`src/rtl/sd_pkg.sv`:
```
// Shared types and constants for the SD SPI-mode command sequencer.
// Optional CRC7 generation is controlled by the SD_CMD_CRC7_GEN_EN macro.
package sd_pkg;

    typedef enum logic [2:0] {
        ST_IDLE,
        ST_PRE,
        ST_SEND,
        ST_POLL,
        ST_DONE
    } sd_state_e;

    typedef enum logic [1:0] {
        HS_ISSUE,
        HS_ARM,
        HS_WAIT
    } sd_hs_e;

    localparam logic [1:0] SD_START_BITS = 2'b01;
    localparam logic       SD_STOP_BIT   = 1'b1;
    localparam logic [7:0] SD_FILL_BYTE  = 8'hFF;
    localparam logic [6:0] SD_CRC7_POLY  = 7'h09;
    localparam int         SD_HS_GUARD   = 4;

    // MSB-first CRC7 update over one byte.
    function automatic logic [6:0] sd_crc7_byte(input logic [6:0] crc, input logic [7:0] b);
        logic [6:0] c;
        logic       fb;
        c = crc;
        for (int i = 7; i >= 0; i--) begin
            fb = c[6] ^ b[i];
            c  = {c[5:0], 1'b0};
            if (fb) c = c ^ SD_CRC7_POLY;
        end
        return c;
    endfunction

endpackage

```
`src/rtl/sd_crc7.sv`:
```
// Byte-serial CRC7 accumulator used to build the SD command token CRC.
// Only instantiated when SD_CMD_CRC7_GEN_EN is defined.
module sd_crc7
    import sd_pkg::*;
(
    input  logic       clk,
    input  logic       rst,
    input  logic       clear,
    input  logic       byte_valid,
    input  logic [7:0] byte_in,
    output logic [6:0] crc_out
);

    logic [6:0] crc_q, crc_d;

    always_comb begin
        crc_d = crc_q;
        if (clear) begin
            crc_d = 7'd0;
        end else if (byte_valid) begin
            crc_d = sd_crc7_byte(crc_q, byte_in);
        end
    end

    always_ff @(posedge clk or posedge rst) begin
        if (rst) crc_q <= 7'd0;
        else     crc_q <= crc_d;
    end

    assign crc_out = crc_q;

endmodule

```
`src/rtl/sd_cmd_ctrl.sv`:
```
// SD SPI-mode command sequencer: frames a command token, drives the byte engine, polls R1.
// Define SD_CMD_CRC7_GEN_EN to compute the token CRC7 in hardware instead of using cmd_crc.
module sd_cmd_ctrl
    import sd_pkg::*;
#(
    parameter int NCR_MAX   = 8,
    parameter int PRE_BYTES = 1
) (
    input  logic        clk,
    input  logic        rst,
    input  logic        cmd_start,
    input  logic [5:0]  cmd_index,
    input  logic [31:0] cmd_arg,
    input  logic [6:0]  cmd_crc,
    output logic        cmd_busy,
    output logic        cmd_done,
    output logic [7:0]  cmd_r1,
    output logic        cmd_timeout,
    output logic [7:0]  spi_wdata,
    output logic        spi_write_en,
    output logic        spi_read_en,
    input  logic [7:0]  spi_rdata,
    input  logic        spi_write_busy,
    input  logic        spi_read_busy,
    output sd_state_e   dbg_state
);

    sd_state_e   state_q, state_d;
    sd_hs_e      hs_q, hs_d;
    logic [3:0]  byte_cnt_q, byte_cnt_d;
    logic [7:0]  poll_cnt_q, poll_cnt_d;
    logic [1:0]  guard_q, guard_d;
    logic [5:0]  idx_q, idx_d;
    logic [31:0] arg_q, arg_d;
    logic [7:0]  r1_q, r1_d;
    logic        timeout_q, timeout_d;
    logic        active, byte_done;
    logic [7:0]  rx_byte, tx_byte;
    logic [6:0]  token_crc;

`ifdef SD_CMD_CRC7_GEN_EN
    logic crc_clear, crc_valid;
    logic unused_cmd_crc;
    assign unused_cmd_crc = ^cmd_crc;

    sd_crc7 u_crc7 (
        .clk        (clk),
        .rst        (rst),
        .clear      (crc_clear),
        .byte_valid (crc_valid),
        .byte_in    (tx_byte),
        .crc_out    (token_crc)
    );

    always_comb begin
        crc_clear = (state_q == ST_IDLE) && cmd_start;
        crc_valid = (state_q == ST_SEND) && byte_done && (byte_cnt_q != 4'd5);
    end
`else
    logic [6:0] crc_q, crc_d;

    always_comb begin
        crc_d = crc_q;
        if ((state_q == ST_IDLE) && cmd_start) crc_d = cmd_crc;
    end

    always_ff @(posedge clk or posedge rst) begin
        if (rst) crc_q <= 7'd0;
        else     crc_q <= crc_d;
    end

    assign token_crc = crc_q;
`endif

    assign active = (state_q == ST_PRE) || (state_q == ST_SEND) || (state_q == ST_POLL);

    always_comb begin
        tx_byte = SD_FILL_BYTE;
        if (state_q == ST_SEND) begin
            case (byte_cnt_q)
                4'd0:    tx_byte = {SD_START_BITS, idx_q};
                4'd1:    tx_byte = arg_q[31:24];
                4'd2:    tx_byte = arg_q[23:16];
                4'd3:    tx_byte = arg_q[15:8];
                4'd4:    tx_byte = arg_q[7:0];
                default: tx_byte = {token_crc, SD_STOP_BIT};
            endcase
        end
    end

    always_comb begin
        state_d    = state_q;
        hs_d       = hs_q;
        byte_cnt_d = byte_cnt_q;
        poll_cnt_d = poll_cnt_q;
        guard_d    = guard_q;
        idx_d      = idx_q;
        arg_d      = arg_q;
        r1_d       = r1_q;
        timeout_d  = timeout_q;
        byte_done  = 1'b0;
        rx_byte    = SD_FILL_BYTE;

        // Byte handshake; a stalled engine completes the byte as 0xFF after the guard.
        if (active) begin
            case (hs_q)
                HS_ISSUE: begin
                    hs_d    = HS_ARM;
                    guard_d = 2'd0;
                end
                HS_ARM: begin
                    if (spi_write_busy || spi_read_busy) begin
                        hs_d = HS_WAIT;
                    end else if (guard_q == 2'(SD_HS_GUARD - 1)) begin
                        byte_done = 1'b1;
                    end else begin
                        guard_d = guard_q + 2'd1;
                    end
                end
                HS_WAIT: begin
                    if (!spi_write_busy && !spi_read_busy) begin
                        byte_done = 1'b1;
                        rx_byte   = spi_rdata;
                    end
                end
                default: hs_d = HS_ISSUE;
            endcase
            if (byte_done) hs_d = HS_ISSUE;
        end

        case (state_q)
            ST_IDLE: begin
                if (cmd_start) begin
                    idx_d      = cmd_index;
                    arg_d      = cmd_arg;
                    r1_d       = SD_FILL_BYTE;
                    timeout_d  = 1'b0;
                    byte_cnt_d = 4'd0;
                    hs_d       = HS_ISSUE;
                    state_d    = (PRE_BYTES == 0) ? ST_SEND : ST_PRE;
                end
            end
            ST_PRE: begin
                if (byte_done) begin
                    if (byte_cnt_q == 4'(PRE_BYTES - 1)) begin
                        byte_cnt_d = 4'd0;
                        state_d    = ST_SEND;
                    end else begin
                        byte_cnt_d = byte_cnt_q + 4'd1;
                    end
                end
            end
            ST_SEND: begin
                if (byte_done) begin
                    if (byte_cnt_q == 4'd5) begin
                        poll_cnt_d = 8'd0;
                        state_d    = ST_POLL;
                    end else begin
                        byte_cnt_d = byte_cnt_q + 4'd1;
                    end
                end
            end
            ST_POLL: begin
                if (byte_done) begin
                    if (!rx_byte[7]) begin
                        r1_d    = rx_byte;
                        state_d = ST_DONE;
                    end else begin
                        poll_cnt_d = poll_cnt_q + 8'd1;
                        if (poll_cnt_q + 8'd1 == 8'(NCR_MAX)) begin
                            r1_d      = SD_FILL_BYTE;
                            timeout_d = 1'b1;
                            state_d   = ST_DONE;
                        end
                    end
                end
            end
            ST_DONE: state_d = ST_IDLE;
            default: state_d = ST_IDLE;
        endcase
    end

    always_ff @(posedge clk or posedge rst) begin
        if (rst) begin
            state_q    <= ST_IDLE;
            hs_q       <= HS_ISSUE;
            byte_cnt_q <= 4'd0;
            poll_cnt_q <= 8'd0;
            guard_q    <= 2'd0;
            idx_q      <= 6'd0;
            arg_q      <= 32'd0;
            r1_q       <= SD_FILL_BYTE;
            timeout_q  <= 1'b0;
        end else begin
            state_q    <= state_d;
            hs_q       <= hs_d;
            byte_cnt_q <= byte_cnt_d;
            poll_cnt_q <= poll_cnt_d;
            guard_q    <= guard_d;
            idx_q      <= idx_d;
            arg_q      <= arg_d;
            r1_q       <= r1_d;
            timeout_q  <= timeout_d;
        end
    end

    assign cmd_busy     = active;
    assign cmd_done     = (state_q == ST_DONE);
    assign cmd_r1       = r1_q;
    assign cmd_timeout  = timeout_q;
    assign spi_wdata    = tx_byte;
    assign spi_write_en = active && (hs_q == HS_ISSUE);
    assign spi_read_en  = active && (hs_q == HS_ISSUE);
    assign dbg_state    = state_q;

endmodule

```
`config.mk`:
```
export PLATFORM = sky130hd
export DESIGN_NAME = sd_cmd_ctrl
export DESIGN_NICKNAME = d
export VERILOG_FILES = /design/src/rtl/sd_pkg.sv /design/src/rtl/sd_crc7.sv /design/src/rtl/sd_cmd_ctrl.sv
export SDC_FILE = /design/constraint.sdc
export NUM_CORES = 1
export LEC_CHECK = 0
export BUFFER_PORTS_ARGS = -buffer_cell sky130_fd_sc_hd__buf_2
export CAP_MARGIN = 20
export CORE_UTILIZATION = 35
export CTS_BUF_LIST = sky130_fd_sc_hd__clkbuf_8 sky130_fd_sc_hd__clkbuf_16
export CTS_CLUSTER_DIAMETER = 30
export DETAILED_ROUTE_END_ITERATION = 10
export PLACE_DENSITY_LB_ADDON = 0.15
export SKIP_LAST_GASP = 1
export SYNTH_ARGS = -nofsm -noshare
export SYNTH_HDL_FRONTEND = slang
export SYNTH_SLANG_ARGS = --single-unit
export TNS_END_PERCENT = 100
```
`constraint.sdc`:
```
create_clock -name clk -period 2.4 [get_ports clk]
set_input_delay 0.48 -clock clk [delete_from_list [all_inputs] [get_ports clk]]
set_output_delay 0.48 -clock clk [all_outputs]
set_load 0.005 [all_outputs]
```
==> run_results.csv <==
group,metric,value,unit
worst_setup_path,path_delay_family,"compound AO/OA/AOI/OAI gates",
power,p_total,4320,uW
run_status,violations,"setup timing",
grt,grt_start_max_net_pins,74,
synth,yosysUniqueCellTypes,58,
worst_setup_path,cp_slowest_cell,"a222oi_1",
floorplanning,ios,82,
power,vdd_ir_drop_max,0.404,mV
clocking,cts-root-buf,"clkbuf_8",
layout,layout-drive-gt1-share,28.2,%
timing,slew_headroom,67.2,%
timing,finalClockSkew,8.50,ps
floorplanning,fp.dieW,107,um
floorplanning,coreArea,0.0105,mm^2
worst_setup_path,critPathMaxStageDelay,480,ps
detailed_routing,wl,10100,um
flow_run,cap_violations,0,
run_status,status,"finished, violations left",
power,p_sw,1670,uW
worst_setup_path,critPathBufInv,3,
worst_setup_path,r2r_end,"poll_cnt_q[4]$_DFFE_PP0P_",
timing,fin_ws,-102,ps
timing,hold_ws,171,ps
timing,hold_viol_final,0,
clocking,cts_max_level,3,
timing,worst_pin_slew,493,ps
power,combPwrFrac,34.8,%
synth,ys_warn_count,0,
timing,slew_violations,0,
clocking,hold_buffers,0,
grt,grt_usage,19.5,%
detailed_routing,ant_nets,0,
clocking,clock-sinks,73,
grt,grt_pass1_vias,3419,
clocking,cts_buffers,9,
detailed_routing,vias,3514,
worst_setup_path,worstRegToRegCells,7,
layout,fin_area,0.00474,mm^2
power,p_per_area,912,mW/mm^2
place,place_inst,661,
synth,syn_avg_cell_area,8.43,um^2
power,netSwitchingFraction,38.6,%
hold_path,hold_path_class,"primary input to asynchronous set/reset pin",
power,pwr-share-seq,46.0,%
clocking,clockBufferDepth,2,
place,pre_cts_slack,137,ps
grt,gr-total-overflow,0,
synth,ys_seq_elements,73,
clocking,tritoncts,"done",
worst_setup_path,crit_path_end_kind,"output port",
synth,syn-cell-area,0.00385,mm^2
layout,layout.cells.non_filler,683,
worst_setup_path,crit_chain,"buf_4 > ha_4 > buf_4 > a222oi_1 > o2111ai_2 > buf_2",
worst_setup_path,crit_required,1920,ps
place,placed_area,0.00443,mm^2
detailed_routing,first_pass_iters,5,
grt,antenna_found_initial,0,
worst_setup_path,crit_path_max_fanout,9,
power,clkPwrFrac,19.2,%
clocking,clkTransAtPathRegs,80,ps
worst_setup_path,rrSetupSlack,290,ps
synth,synth_ff_type,"dfrtp_1",
synth,synth-edff-count,0,
timing,fmax,400,MHz
timing,rsz0062_at_grt,"true",
floorplanning,die_h,107,um
synth,synth_nets,526,
floorplanning,initial_core_util,36.7,%
worst_setup_path,r2r-start,"hs_q[1]$_DFF_PP0_",
grt,grt_pass1_wl,17300,um
synth,netlist_instances,457,
clocking,clk-insertion-delay-late,360,ps
synth,synthArstFlopShare,100,%
worst_setup_path,crit_top_cell,"buf_4",
layout,nets,612,
worst_setup_path,cp.arrival,2020,ps
layout,syn_to_final_growth,23.0,%
power,power.leakage,0.00225,uW
worst_setup_path,crit_type,"flop to output port",
detailed_routing,post_drt_wl_per_cell,14.8,um
floorplanning,dieArea,0.0114,mm^2
place,gp_congestion,0.849,
detailed_routing,drt-initial-drc-count,250,
detailed_routing,via_per_inst,5.14,
timing,setup_viol_count_final,6,
worst_setup_path,setup.worst_path.start_class,"flop",
timing,period_minus_slack,2500,ps
power,p_int,2650,uW
timing,timing.final.crit_share,104,%
layout,n_fill_cell,1069,
floorplanning,rows,37,
layout,antenna_cells,0,
place,port_buffers,81,
place,hpwl,7290,um
detailed_routing,route.detailed.drc,0,
synth,ys_seq_area_share,47.7,%
## kinds of logic (layout without fill, tap and decap cells)
logic type / count (synthesis) / count (layout) / synth area share, %
AND/OR/NAND/NOR: 233 / 233 / 26.4
buffers and inverters: 38 / 128 / 4.58
XOR/XNOR: 1 / 1 / 0.227
AO/OA/AOI/OAI: 97 / 97 / 16.4
flip-flops: 73 / 73 / 47.7
multiplexers: 4 / 4 / 1.14
adder cells (fa/ha/maj): 11 / 11 / 3.57
## what timing repair did
item,in CTS,in global routing
endpoints found under the hold margin,0,0
gates resized for setup,12,8
buffers inserted,4,3
pin swaps,11,5
setup endpoints to repair,8,8
## worst max path at each step
stage	cells past startpoint	endpoint	slack, ps	startpoint
2_1_floorplan	1	arg_q[0]$_DFFE_PP0P_	80	rst
4_1_cts	6	spi_wdata[3]	-100	byte_cnt_q[0]$_DFFE_PP0P_
3_3_place_gp	6	spi_wdata[5]	210	byte_cnt_q[0]$_DFFE_PP0P_
5_1_grt	6	spi_wdata[5]	-230	byte_cnt_q[0]$_DFFE_PP0P_
3_5_place_dp	6	spi_wdata[5]	140	byte_cnt_q[0]$_DFFE_PP0P_
6_report	6	spi_wdata[4]	-100	byte_cnt_q[1]$_DFFE_PP0P_
## synth_stat cells, types with 3 or more instances
cell | n | area (um^2)
nand2_1 | 164 | 616
dfrtp_1 | 65 | 1630
o21ai_0 | 23 | 115
a21oi_1 | 19 | 95.1
nor2_1 | 18 | 67.6
nor3_1 | 12 | 60.1
clkbuf_1 | 11 | 41.3
ha_1 | 11 | 138
o22ai_1 | 11 | 68.8
nand3_1 | 10 | 50.1
a31oi_1 | 9 | 56.3
inv_1 | 9 | 33.8
buf_2 | 8 | 40.0
dfstp_2 | 8 | 210
a222oi_1 | 6 | 60.1
nand2b_1 | 5 | 31.3
a211o_1 | 4 | 35.0
buf_4 | 4 | 30.0
a22oi_1 | 3 | 22.5
and3_1 | 3 | 18.8
buf_1 | 3 | 11.3
mux2_2 | 3 | 33.8
or2_2 | 3 | 18.8
or3_1 | 3 | 18.8
## metal layers
layer | part of all wire (%) | global-route usage (%)
met5 | 0 | 0
met3 | 3.8 | 3.04
met2 | 43 | 27.7
met4 | 1.5 | 7.34
met1 | 51 | 29.4
## power groups by stage
stage                     clock network (uW)  registers, uW  logic (uW)
after floorplan                            0           1830        1070
after global placement                     0           2000        1390
after detailed placement                   0           1970        1430
after CTS                                871           1970        1480
after global routing                     912           2040        1720
final                                    830           1990        1500
## final cells by class
class | instances | area [um^2] | area share [%]
repair buffers | 103 | 583 | 12.3
inverters | 10 | 40.0 | 0.845
flip-flops and latches | 73 | 1840 | 38.8
clock buffers | 10 | 138 | 2.90
clock inverters | 5 | 25.0 | 0.528
multi-input cells | 346 | 1940 | 41.0
well taps | 136 | 170 | 3.59
## placed cells by master (no fill, tap or decap), types with 3 or more instances in the layout
master and count:
nand3_1 9, and3_1 3, or2_2 3, nor2_1 18
nand3_2 3, o21ai_0 22, nor3_1 11, a31oi_1 9
nand2b_1 5, a21oi_1 17, ha_1 7, dfrtp_1 63
a222oi_1 6, mux2_2 3, inv_1 9, buf_2 81
or3_1 3, clkbuf_8 10, o22ai_1 11, ha_4 4
a211o_1 4, dfstp_2 8, nand2_1 164, buf_4 21
## sequential cells by signal, indices dropped and copies added, names as in the netlist
register     count
arg_q           32
cmd_r1           8
poll_cnt_q       8
crc_q            7
idx_q            6
byte_cnt_q       4
dbg_state        3
guard_q          2
hs_q             2
cmd_timeout      1
## worst reg2reg max path, cell delays in order (launching register included)
cell and delay, ps:
dfrtp_1 420, inv_1 100, ha_1 270, a21o_1 160, and3_1 320, nand3_1 360
o21ai_0 270, a22o_1 160
## through the flow
| stage | setup TNS, ps | utilization [%] |
|---|---|---|
| after floorplan | 0 | - |
| after global placement | 0 | 42.1 |
| after detailed placement | 0 | 42.1 |
| after CTS | -540 | 44.5 |
| after global routing | -1290 | 45.1 |
| final | -409 | 45.1 |
(Power assumes the default switching activity.)
